`src/rtl/hybrid_ctrl_if.sv`:
```
// Bundles the hybrid_ctrl handshake and datapath-facing signals.
// slave is the controller side; master is the operand source, result sink and hybrid unit.
interface hybrid_ctrl_if #(
  parameter int W_IN  = 8,
  parameter int W_OUT = 8,
  parameter int W_ACC = 16
);
  logic             start;
  logic             busy;
  logic             in_valid;
  logic             in_ready;
  logic [W_IN-1:0]  in_data;
  logic [W_IN-1:0]  hyb_in;
  logic             hyb_sign;
  logic [W_OUT-1:0] hyb_abs;
  logic [W_ACC-1:0] acc_out;
  logic             out_valid;
  logic             out_ready;
  logic             ovf;

  modport slave (
    input  start, in_valid, in_data, hyb_sign, hyb_abs, out_ready,
    output busy, in_ready, hyb_in, acc_out, out_valid, ovf
  );

  modport master (
    output start, in_valid, in_data, hyb_sign, hyb_abs, out_ready,
    input  busy, in_ready, hyb_in, acc_out, out_valid, ovf
  );
endinterface

```
`src/rtl/hybrid_ctrl.sv`:
```
// Issues a LEN-operand vector to the hybrid sign/magnitude unit and accumulates its results.
// Define HYBRID_CTRL_SAT_EN for a saturating accumulator with a sticky ovf flag.
module hybrid_ctrl #(
  parameter int W_IN  = 8,
  parameter int W_OUT = 8,
  parameter int LEN   = 16,
  parameter int W_ACC = 16
) (
  input  logic         clock,
  input  logic         resetn,
  hybrid_ctrl_if.slave bus
);

  localparam int CNT_W = $clog2(LEN + 1);
  localparam logic [CNT_W-1:0] LEN_C  = CNT_W'(LEN);
  localparam logic [CNT_W-1:0] LAST_C = CNT_W'(LEN - 1);

  localparam logic [1:0] IDLE  = 2'd0;
  localparam logic [1:0] RUN   = 2'd1;
  localparam logic [1:0] DRAIN = 2'd2;
  localparam logic [1:0] DONE  = 2'd3;

  logic [1:0]       state;
  logic [CNT_W-1:0] issue_cnt;
  logic [CNT_W-1:0] acc_cnt;
  logic             v1;
  logic             v2;
  logic [W_IN-1:0]  hyb_in_r;
  logic [W_ACC-1:0] acc;
  logic [W_ACC-1:0] acc_next;
  logic             accept;

  assign bus.in_ready  = (state == RUN) && (issue_cnt < LEN_C);
  assign bus.busy      = (state != IDLE);
  assign bus.out_valid = (state == DONE);
  assign bus.acc_out   = acc;
  assign bus.hyb_in    = hyb_in_r;
  assign accept        = bus.in_valid && bus.in_ready;

`ifdef HYBRID_CTRL_SAT_EN
  // One extra bit catches a single step leaving the signed range; clamp toward that side.
  logic [W_ACC:0] acc_wide;
  logic [W_ACC:0] add_wide;
  logic [W_ACC:0] sum_wide;
  logic           ovf_hit;
  logic           ovf_r;

  always_comb begin
    acc_wide = {acc[W_ACC-1], acc};
    add_wide = {{(W_ACC + 1 - W_OUT){1'b0}}, bus.hyb_abs};
    sum_wide = bus.hyb_sign ? (acc_wide - add_wide) : (acc_wide + add_wide);
    ovf_hit  = (sum_wide[W_ACC] != sum_wide[W_ACC-1]);
    acc_next = sum_wide[W_ACC-1:0];
    if (ovf_hit) begin
      acc_next = sum_wide[W_ACC] ? {1'b1, {(W_ACC-1){1'b0}}} : {1'b0, {(W_ACC-1){1'b1}}};
    end
  end

  always_ff @(posedge clock or negedge resetn) begin
    if (!resetn) begin
      ovf_r <= 1'b0;
    end else if (state == IDLE && bus.start) begin
      ovf_r <= 1'b0;
    end else if (v2 && ovf_hit) begin
      ovf_r <= 1'b1;
    end
  end

  assign bus.ovf = ovf_r;
`else
  logic [W_ACC-1:0] addend;

  always_comb begin
    addend   = {{(W_ACC - W_OUT){1'b0}}, bus.hyb_abs};
    acc_next = bus.hyb_sign ? (acc - addend) : (acc + addend);
  end

  assign bus.ovf = 1'b0;
`endif

  // v1/v2 follow each accepted operand through hyb_in and the unit's output register.
  always_ff @(posedge clock or negedge resetn) begin
    if (!resetn) begin
      state     <= IDLE;
      issue_cnt <= '0;
      acc_cnt   <= '0;
      v1        <= 1'b0;
      v2        <= 1'b0;
      hyb_in_r  <= '0;
      acc       <= '0;
    end else begin
      v1 <= accept;
      v2 <= v1;
      if (accept) begin
        hyb_in_r  <= bus.in_data;
        issue_cnt <= issue_cnt + CNT_W'(1);
      end
      if (v2) begin
        acc     <= acc_next;
        acc_cnt <= acc_cnt + CNT_W'(1);
      end
      case (state)
        IDLE: begin
          if (bus.start) begin
            state     <= RUN;
            acc       <= '0;
            issue_cnt <= '0;
            acc_cnt   <= '0;
          end
        end
        RUN: begin
          if (accept && issue_cnt == LAST_C) begin
            state <= DRAIN;
          end
        end
        DRAIN: begin
          if (v2 && acc_cnt == LAST_C) begin
            state <= DONE;
          end
        end
        DONE: begin
          if (bus.out_ready) begin
            state <= IDLE;
          end
        end
        default: state <= IDLE;
      endcase
    end
  end

endmodule

```
`src/flat_wrapper.sv`:
```
// flat-port wrapper written by rule: the top's interface ports become plain ports
module hybrid_ctrl_flat 
#(
  parameter int W_IN  = 8,
  parameter int W_OUT = 8,
  parameter int LEN   = 16,
  parameter int W_ACC = 16
)
  (clock, resetn, bus_start, bus_in_valid, bus_in_data, bus_hyb_sign, bus_hyb_abs, bus_out_ready, bus_busy, bus_in_ready, bus_hyb_in, bus_acc_out, bus_out_valid, bus_ovf);
  hybrid_ctrl_if #(.W_IN(W_IN), .W_OUT(W_OUT), .W_ACC(W_ACC)) bus_i ();
  input  logic clock;
  input  logic resetn;
  input wire logic [$bits(bus_i.start)-1:0] bus_start;
  input wire logic [$bits(bus_i.in_valid)-1:0] bus_in_valid;
  input wire logic [$bits(bus_i.in_data)-1:0] bus_in_data;
  input wire logic [$bits(bus_i.hyb_sign)-1:0] bus_hyb_sign;
  input wire logic [$bits(bus_i.hyb_abs)-1:0] bus_hyb_abs;
  input wire logic [$bits(bus_i.out_ready)-1:0] bus_out_ready;
  output wire logic [$bits(bus_i.busy)-1:0] bus_busy;
  output wire logic [$bits(bus_i.in_ready)-1:0] bus_in_ready;
  output wire logic [$bits(bus_i.hyb_in)-1:0] bus_hyb_in;
  output wire logic [$bits(bus_i.acc_out)-1:0] bus_acc_out;
  output wire logic [$bits(bus_i.out_valid)-1:0] bus_out_valid;
  output wire logic [$bits(bus_i.ovf)-1:0] bus_ovf;
  assign bus_i.start = bus_start;
  assign bus_i.in_valid = bus_in_valid;
  assign bus_i.in_data = bus_in_data;
  assign bus_i.hyb_sign = bus_hyb_sign;
  assign bus_i.hyb_abs = bus_hyb_abs;
  assign bus_i.out_ready = bus_out_ready;
  assign bus_busy = bus_i.busy;
  assign bus_in_ready = bus_i.in_ready;
  assign bus_hyb_in = bus_i.hyb_in;
  assign bus_acc_out = bus_i.acc_out;
  assign bus_out_valid = bus_i.out_valid;
  assign bus_ovf = bus_i.ovf;
  hybrid_ctrl #(.W_IN(W_IN), .W_OUT(W_OUT), .LEN(LEN), .W_ACC(W_ACC)) u_core (.clock(clock), .resetn(resetn), .bus(bus_i));
endmodule
```
`config.mk`:
```
export PLATFORM = sky130hd
export DESIGN_NAME = hybrid_ctrl_flat
export DESIGN_NICKNAME = d
export VERILOG_FILES = /design/src/rtl/hybrid_ctrl_if.sv /design/src/rtl/hybrid_ctrl.sv /design/src/flat_wrapper.sv
export SDC_FILE = /design/constraint.sdc
export NUM_CORES = 1
export LEC_CHECK = 0
export ABC_AREA = 1
export CELL_PAD_IN_SITES_DETAIL_PLACEMENT = 0
export CELL_PAD_IN_SITES_GLOBAL_PLACEMENT = 2
export CORE_MARGIN = 2
export CORE_UTILIZATION = 32
export CTS_BUF_LIST = sky130_fd_sc_hd__clkbuf_8
export DETAILED_ROUTE_END_ITERATION = 16
export GPL_TIMING_DRIVEN = 0
export PLACE_DENSITY_LB_ADDON = 0.1
export SYNTH_ARGS = -nofsm -noshare
export SYNTH_HDL_FRONTEND = slang
export SYNTH_SLANG_ARGS = --single-unit
```
`constraint.sdc`:
```
create_clock -name clock -period 3 [get_ports clock]
set_clock_uncertainty 0.1 [all_clocks]
set_input_delay 0.6 -clock clock [delete_from_list [all_inputs] [get_ports clock]]
set_output_delay 0.6 -clock clock [all_outputs]
set_load 0.01 [all_outputs]
```
# == Yosys cells after proc, flatten, opt, wreduce, memory -nomap -nowiden ==
# Cells that the tools add are included.
# totals
romBits,0
input_bits,22
ram_bits,0
reg_bits,38
mem_count,0
latchBits,0
# op_classes
div,0
n_shift,0
muxes,15
multipliers,0
n_lt_le_gt_ge,1
n_bitwise,0
n_reduce_logical,7
eq_ne,9
add_sub_neg,4
# op_table
operator,n
2-to-1 mux 16 bit,4
2-to-1 mux 5 bit,6
adder 16 x 8 -> 16 bit,1
subtractor 16 x 8 -> 16 bit,1
"adder 5 x 1 -> 5 bit, second input constant",2
"== test 5 x 4 -> 1 bit, second input constant",2
2-to-1 mux 2 bit,4
case mux 2 bit (4 select lines),1
"!= test 2 bit, second input constant",3
"less-than comparator 5 bit, second input constant",1
"== test 2 bit, second input constant",2
logical AND 1 bit,4
AND reduction 4 bit,1
"== test 2 x 1 -> 1 bit, second input constant",1
zero test 2 bit,1
"!= test 2 x 1 -> 1 bit, second input constant",1
nonzero test 2 bit,1

# == Logic depth before layout (Yosys ltp) ==
# Gate-level depths: netlist of the first run.
# depth
depth_word,6
ltp_mapped,17
mapped_depth_nobuf,17

# == Worst setup path before layout of the first run ==
# No wires, ideal clock.
# synth_timing
path_type,input-to-reg
from,in bus_hyb_abs[2]
to,"reg u_core.acc[14], in the netlist u_core.bus.acc_out[14]"
required_time_ns,2.787
arrival_time_ns,2.398
n_path_buf,0
slack_ns,0.389
path_stages,16
cell_sequence,nor3_1 > nand2_1 > nor3_1 > ha_1 > o21ai_0 > ha_1 > nand2_1 > nand2_1 > nand2_1 > nand2_1 > a21oi_1 > nand2_1 > nand2_1 > nand3_1 > nand2_1 > inv_1
# synth_via
elab_chain_len,5
word_cells_on_any_way,6
classes_between,add/sub: 2; mux: 4
# synth_lines
element,line,source
from (decl),flat_wrapper.sv:17,input wire logic [$bits(bus_i.hyb_abs)-1:0] bus_hyb_abs;
adder 16 x 8 -> 16 bit or subtractor 16 x 8 -> 16 bit (tied branches),hybrid_ctrl.sv:75,acc_next = bus.hyb_sign ? (acc - addend) : (acc + addend);
2-to-1 mux 16 bit (*),hybrid_ctrl.sv:75,
2-to-1 mux 16 bit (*),hybrid_ctrl.sv:98,if (v2) begin
2-to-1 mux 16 bit,hybrid_ctrl.sv:104,if (bus.start) begin
2-to-1 mux 16 bit (*),hybrid_ctrl.sv:102,case (state)
to (signal assigned),hybrid_ctrl.sv:99,acc <= acc_next;
to (decl),hybrid_ctrl.sv:29,logic [W_ACC-1:0] acc;
# Every way passes the cells marked *; elsewhere a longest branch is shown, timed or not.
# A chain may end at the register's enable or synchronous reset.

# == Worst setup path in the final report of the first run ==
# layout_timing
from,in bus_hyb_abs[3]
to,"reg u_core.acc[14], in the netlist u_core.bus.acc_out[14]"
# Same word-level chain as after synthesis.

==> key figures, run 1 <==
Outcome
  – Status: finished clean

Pwr
  – Leak pwr: 0.00210 µW
  – Int Power: between 2000 and 2500 µW
  – Comb power frac: between 60% and 70%
  – P_sw: 1690 µW
  – Maximum VDD drop: slightly above 0.4 mV
  – Switching Fraction: approximately 45%
  – Power per cell area: slightly below 1000 nW/µm²
  – Flop pwr share: about a quarter
  – Clock power share: 14.4%

Worst setup path
  – CP Data Arrival Time: roughly 3 ns
  – CP cell instances: clkdlybuf4s50_1 > nor2_2 > nand2_2 > nor3_4 > ha_1 > o21ai_2 > ha_4 > nand2_1 > nand2_2 > nand2_1 > nand2_1 > a21oi_2 > nand2_1 > nand2_1 > nand3_2 > nand2_1 > inv_1
  – CP peak stage delay: 0.47 ns
  – Cell mode on critical path: nand2_1
  – CP Capture Type: flip-flop
  – Worst Path Required: 3.10 ns
  – Crit-path slowest cell: clkdlybuf4s50_1
  – Crit-path max FO: 4
  – Critical path class: in -> reg
  – Critical path's top delay family: simple AND/OR/NAND/NOR gates
  – Critical path buffers and inverters: 2
  – CP Launch Type: input port

Global routing
  – First-pass GRT wire length: around 13000 µm
  – GRT Total Usage: 17.1%
  – Largest net degree at the start of global routing: 32
  – Initial antenna violation count: 1
  – GR Overflow Total: 0
  – Vias in the first global route: 2748

STA
  – Final hold vios: 0
  – Setup violation total in the final timing report: 0
  – Fin crit share: roughly 94%
  – Final Max Slew Viols: 0
  – Slew @ Worst Pin: between 0.6 and 0.7 ns
  – F_max: 355 MHz
  – Rel. slew slack: about three fifths
  – Final min period: 2.82 ns

Clocking
  – Worst skew pair latency: ~0.30 ns
  – H-tree depth: 2
  – Num CTS Buffers: 5
  – CTS root buffer: clkbuf_8
  – # clock sinks: 38
  – Worst-path clk slew: about 0.090 ns
  – Hold Buf Count CTS: 0
  – Clock Path Buffers: 2
  – CTS tree: yes

Placement
  – Placed Cells: 604
  – HPWL Detailed: about 6300 µm
  – Number of port buffers: 47
  – Gpl congestion: just under 0.9

Detailed routing
  – # DRC: 0
  – Starting DRT DRC Count: 92
  – Drt wl/cell: between 10 and 15 µm
  – Via count: 2821
  – Total Wirelength: roughly 8000 µm
  – Final antenna-violating net count: 0
  – Drt pass-1 iters: 4
  – Drt via density: roughly 4.6

Finish
  – Layout cells sized above 1: a little over a tenth
  – Most frequent cells in the layout: 130 x nand2_1, 87 x inv_1, 43 x nor2_1
  – Final std cells w/o fill: between 600 and 700
  – Commonest non-fill, non-tap cell in the layout: nand2_1
  – Final Core Density: 42.9%
  – Area grow syn2layout: 32.0%
  – Antenna Diode Count: 0
  – Final Net Count: around 560

Yosys
  – Synth top area cells: dfrtp_1 32%, nand2_1 17%, ha_1 12%
  – Syn Nets: slightly below 500
  – Yosys warns: 0
  – Seq/Total Area, Yosys: 32.1%
  – Yosys cell types: 31
  – Flops & latches, synth: 38
  – Top cell type's share of synthesized area: 32.1%
  – Syn_area_per_cell: roughly 6.6 µm²
  – Syn Std Cell Area: 2960 µm²
  – Cells after synthesis: 445
  – Cell taking the most area after synthesis: dfrtp_1

Floorplan
  – Row count: 35
  – Die height: about 100 µm
  – Num ports: 50
  – Die width: around 100 µm
  – Initial Util: 32.5%
  – Die area: approximately 10000 µm²
  – Core area: about 9000 µm²

Job
  – Max_cap viols: 0

Min path
  – HP Class: in -> async
-- sequential cells by signal (all words and copies together) (netlist names) --
name                flops
u_core.v2               1
u_core.v1               1
u_core.bus.acc_out     16
u_core.issue_cnt        5
u_core.bus.hyb_in       8
u_core.state            2
u_core.acc_cnt          5
-- worst paths after layout --
path                                                      start                          endpoint  slack, ns  cells past startpoint
worst min-delay path                                     resetn  u_core.bus.acc_out[12]$_DFF_PN0_       0.05                      1
min in group clock                          u_core.v1$_DFF_PN0_               u_core.v2$_DFF_PN0_       0.27                      0
worst max register to register  u_core.bus.acc_out[0]$_DFF_PN0_   u_core.bus.acc_out[8]$_DFF_PN0_       0.98                     11
worst min register to register              u_core.v1$_DFF_PN0_               u_core.v2$_DFF_PN0_       0.27                      0
worst max-delay path                             bus_hyb_abs[3]  u_core.bus.acc_out[14]$_DFF_PN0_       0.18                     17
max in group asynchronous                                resetn   u_core.bus.acc_out[0]$_DFF_PN0_       2.29                      2
-- layer usage --
| metal | wire [µm] | vias up | global-route usage (%) |
|---|---|---|---|
| li1 | - | 1496 | - |
| met1 | 3790 | 1282 | 22.7 |
| met2 | 3840 | 39 | 29.0 |
| met3 | 339 | 4 | 2.79 |
| met4 | 65 | 0 | 4.21 |
| met5 | 0 | - | 0 |
-- logic make-up after synthesis --
family          Yosys count  synth area share [%]
flops                    38                  32.1
other cells               1                 0.127
fa+ha+maj                29                  12.5
simple gates            231                  32.4
xor+xnor                  6                  1.78
buf+inv                  99                  13.1
compound gates           41                  7.91
-- Yosys cell counts (all sizes together) --
cell type  instances
nand2            137
inv               89
nor2              45
dfrtp             38
ha                28
nand3             27
a21oi             20
nor3              11
buf                9
o21ai              9
nand4              5
o211ai             5
o31ai              3
or2                3
xnor2              3
xor2               3
a211oi             2
and2               1
and3               1
clkbuf             1
conb               1
fa                 1
nor4               1
o21a               1
o22ai              1
-- timing repair --
| action | 4_1_cts | 5_1_grt |
|---|---|---|
| buffers inserted | 4 | 3 |
| endpoints found under the hold margin | 0 | 0 |
| endpoints found under the setup margin | 8 | 10 |
| gates resized for setup | 9 | 22 |
| pin swaps | 6 | 12 |
-- through the flow --
stage / instance area, µm² / setup slack (ns) / power, µW / hold slack, ns / TNS, ns
after floorplan: 2960 / 0.389 / 2370 / 0.204 / 0
after global placement: 3570 / -0.620 / 3140 / 0.235 / -4.15
after detailed placement: 3580 / -0.619 / 3160 / 0.258 / -4.26
after CTS: 3780 / 0.00937 / 3750 / 0.0545 / 0
after global routing: 3900 / -0.0235 / 4240 / 0.0509 / -0.0311
final: 3900 / 0.180 / 3800 / 0.0545 / 0
-- layout make-up --
cell class | count | area [µm²]
fill | 995 | 5200
multi-input combinational | 308 | 1750
sequential | 38 | 951
timing repair buffer | 55 | 544
inverter | 89 | 334
tap | 111 | 139
clock buffer | 5 | 68.8
clock inverter | 3 | 68.8
buffer | 10 | 52.6
-- power groups by stage --
stage / logic [µW] / clock network (µW) / registers [µW]
global route: 2650 / 579 / 1000
floorplan: 1370 / 0 / 997
CTS: 2230 / 568 / 958
global placement: 2180 / 0 / 961
finish: 2290 / 547 / 961
detailed placement: 2190 / 0 / 966
Note: power is estimated with default switching activity, not from simulation.
==> run 2: changes to the inputs <==
--- a/config.mk
+++ b/config.mk
@@ -13,7 +13,7 @@
 export CTS_BUF_LIST = sky130_fd_sc_hd__clkbuf_8
 export DETAILED_ROUTE_END_ITERATION = 16
 export GPL_TIMING_DRIVEN = 0
-export PLACE_DENSITY_LB_ADDON = 0.1
+export PLACE_DENSITY_LB_ADDON = 0.05
 export SYNTH_ARGS = -nofsm -noshare
 export SYNTH_HDL_FRONTEND = slang
 export SYNTH_SLANG_ARGS = --single-unit
==> run 2 against run 1 <==
Effect of this change:
- cell count down 0.48%
- clock-buffer cell count unchanged
- first-iteration DRC count up 5.4%
- combinational power down 2%
- register-to-register slack worse by 0.07 ns
- setup slack worse by 0.0036 ns
- die area unchanged
- final area down 1.8%
- sequential cell count unchanged
- critical endpoint unchanged
- largest power group unchanged
==> key figures, run 2 (synthesis results as in run 1) <==
Finish
  – Fillers: 1000 (+0.50%)
  – Final Core Density: 42.1% (-0.77 points)
  – Multi-input gate area: 1690 µm² (-3.2%)
  – Layout cells sized above 1: 7.72% (-2.7 points)
  – Area grow syn2layout: 29.6%
  – Largest register FFs: 16 (unchanged)
  – Register area: 951 µm² (unchanged)
  – Commonest non-fill, non-tap cell in the layout: nand2_1
  – Most frequent cells in the layout: 135 x nand2_1, 87 x inv_1, 43 x nor2_1
  – Final Net Count: 555 (-0.54%)
  – Antenna Diode Count: 0 (unchanged)

Min path
  – HP Class: in -> async

Floorplan
  – Core area: 9110 µm² (unchanged)
  – Initial Util: 32.5% (unchanged)
  – Num ports: 50 (unchanged)
  – Die area: 10000 µm² (unchanged)
  – Die height: 100 µm (unchanged)
  – Die width: 100 µm (unchanged)
  – Row count: 35 (unchanged)

Worst setup path
  – CP Data Arrival Time: 2.93 ns (about the same)
  – RR Startpoint: u_core.bus.acc_out[0]$_DFF_PN0_
  – Reg2reg setup slack: 0.91 ns (-0.07 ns)
  – CP Launch Type: input port
  – Worst r2r path cells: 11 (unchanged)
  – CP peak stage delay: 0.64 ns (+0.17 ns)
  – Crit-path slowest cell: clkdlybuf4s50_1
  – Worst Path Required: 3.11 ns (about the same)
  – Critical path class: in -> reg
  – CP Capture Type: flip-flop
  – Critical path buffers and inverters: 3 (+1)
  – Critical path's top delay family: buffers and inverters
  – Crit path from: bus_hyb_abs[7]
  – Crit-path max FO: 5 (+1)
  – Crit path depth: 15 (-2)
  – Cell mode on critical path: nand2_1
  – CP cell instances: clkdlybuf4s50_1 > inv_1 > ha_1 > o21ai_2 > ha_4 > nand2_1 > nand2_1 > nand2_1 > nand2_1 > a21oi_2 > nand2_1 > nand2_1 > nand3_1 > nand2_1 > inv_1

Job
  – Max_cap viols: 0 (unchanged)

Placement
  – Gpl congestion: 0.886 (+1.2%)
  – HPWL Detailed: 6320 µm (+0.16%)
  – Number of port buffers: 47 (unchanged)

Pwr
  – Switching Fraction: 44.5% (about the same)
  – Leak pwr: 0.00211 µW (+0.44%)
  – Comb power frac: 60.0% (-0.3 points)
  – Int Power: 2070 µW (-1.7%)
  – Clock power share: 14.4% (about the same)
  – Maximum VDD drop: 0.312 mV (-25%)
  – Power per cell area: 974 nW/µm² (+0.12%)
  – P_sw: 1660 µW (-1.6%)
  – Flop pwr share: 25.7% (+0.4 points)

STA
  – F_max: 354 MHz (-0.13%)
  – Final min period: 2.82 ns (+0.00365 ns)
  – Slew @ Worst Pin: 0.590 ns (-0.0265 ns)
  – Final Max Slew Viols: 0 (unchanged)
  – Rel. slew slack: 60.6% (+1.8 points)
  – Setup TNS: 0 ns (unchanged)
  – Setup violation total in the final timing report: 0 (unchanged)
  – Fin crit share: 94.1% (+0.12 points)
  – Final hold vios: 0 (unchanged)
  – Unrepaired setup endpoints after global routing: no

Detailed routing
  – # DRC: 0 (unchanged)
  – Starting DRT DRC Count: 97 (+5.4%)
  – Drt pass-1 iters: 4 (unchanged)
  – Drt wl/cell: 13.0 µm (+0.16%)
  – Final antenna-violating net count: 0 (unchanged)
  – Drt via density: 4.56 (about the same)
  – Total Wirelength: 8010 µm (-0.32%)
  – Via count: 2810 (-0.39%)

Global routing
  – GRT Total Usage: 17.0% (-0.069 points)
  – First-pass GRT wire length: 13300 µm (-1.3%)
  – Vias in the first global route: 2713 (-1.3%)
  – GR Overflow Total: 0 (unchanged)
  – Largest net degree at the start of global routing: 32 (unchanged)
  – Initial antenna violation count: 0 (-1)

Clocking
  – Worst-path clk slew: 0.09 ns (about the same)
  – Hold Buf Count CTS: 0 (unchanged)
  – # clock sinks: 38 (unchanged)
  – H-tree depth: 2 (unchanged)
  – Num CTS Buffers: 5 (unchanged)
  – Clock Path Buffers: 2 (unchanged)
  – CTS root buffer: clkbuf_8
  – Worst skew pair latency: 0.30 ns (about the same)
  – CTS tree: yes

Outcome
  – Status: finished clean
[run 2: final cells by class]
type	instances	share of cell area [%]
multi-input cells	308	44.1
flip-flops and latches	38	24.8
repair buffers	52	13.8
inverters	89	8.71
well taps	111	3.62
clock buffers	5	1.80
clock inverters	3	1.80
plain buffers	10	1.37
[run 2: repair_timing]
item | in CTS | in global routing
resized for setup | 8 | 11
setup endpoints to repair | 8 | 9
buffers inserted | 1 | 3
pin swaps | 1 | 9
[run 2: worst register-to-register path, delay by kind of cell, from the launching register on]
kind,cells,cell delay [ns]
adder cells (fa/ha/maj),2,0.59
AND/OR/NAND/NOR,6,0.71
buffers and inverters,3,0.25
flip-flops,1,0.35
[run 2: final timing paths]
kind,end
setup reg to reg,u_core.bus.acc_out[12]$_DFF_PN0_
max in group asynchronous,u_core.acc_cnt[0]$_DFF_PN0_
hold reg to reg,u_core.v2$_DFF_PN0_
min in group clock,u_core.v2$_DFF_PN0_
hold / removal,u_core.bus.acc_out[10]$_DFF_PN0_
setup / recovery,u_core.bus.acc_out[14]$_DFF_PN0_
[run 2: routing by layer]
layer,GRT usage [%],share of wire [%],vias up
met2,29.3,48,43
met4,5.48,1.5,0
met1,21.9,47,1271
li1,-,-,1486
met3,2.44,3.3,10
met5,0,0,-
[run 2: power groups by stage]
stage	combinational, µW	sequential (µW)	clock (µW)
2_1_floorplan	1370	997	0
3_3_place_gp	2170	962	0
3_5_place_dp	2190	970	0
4_1_cts	2220	961	561
5_1_grt	2570	997	583
6_report	2240	958	536
[run 2: through the flow]
stage | setup slack (ns) | instances | hold WS (ns) | instance area (µm²) | power (µW)
6_report | 0.177 | 616 | 0.0467 | 3830 | 3730
5_1_grt | 0.00167 | 616 | 0.0377 | 3830 | 4150
4_1_cts | -0.0386 | 613 | 0.0448 | 3760 | 3740
3_5_place_dp | -0.670 | 604 | 0.243 | 3580 | 3160
3_3_place_gp | -0.662 | 603 | 0.238 | 3570 | 3140
2_1_floorplan | 0.389 | 445 | 0.204 | 2960 | 2370
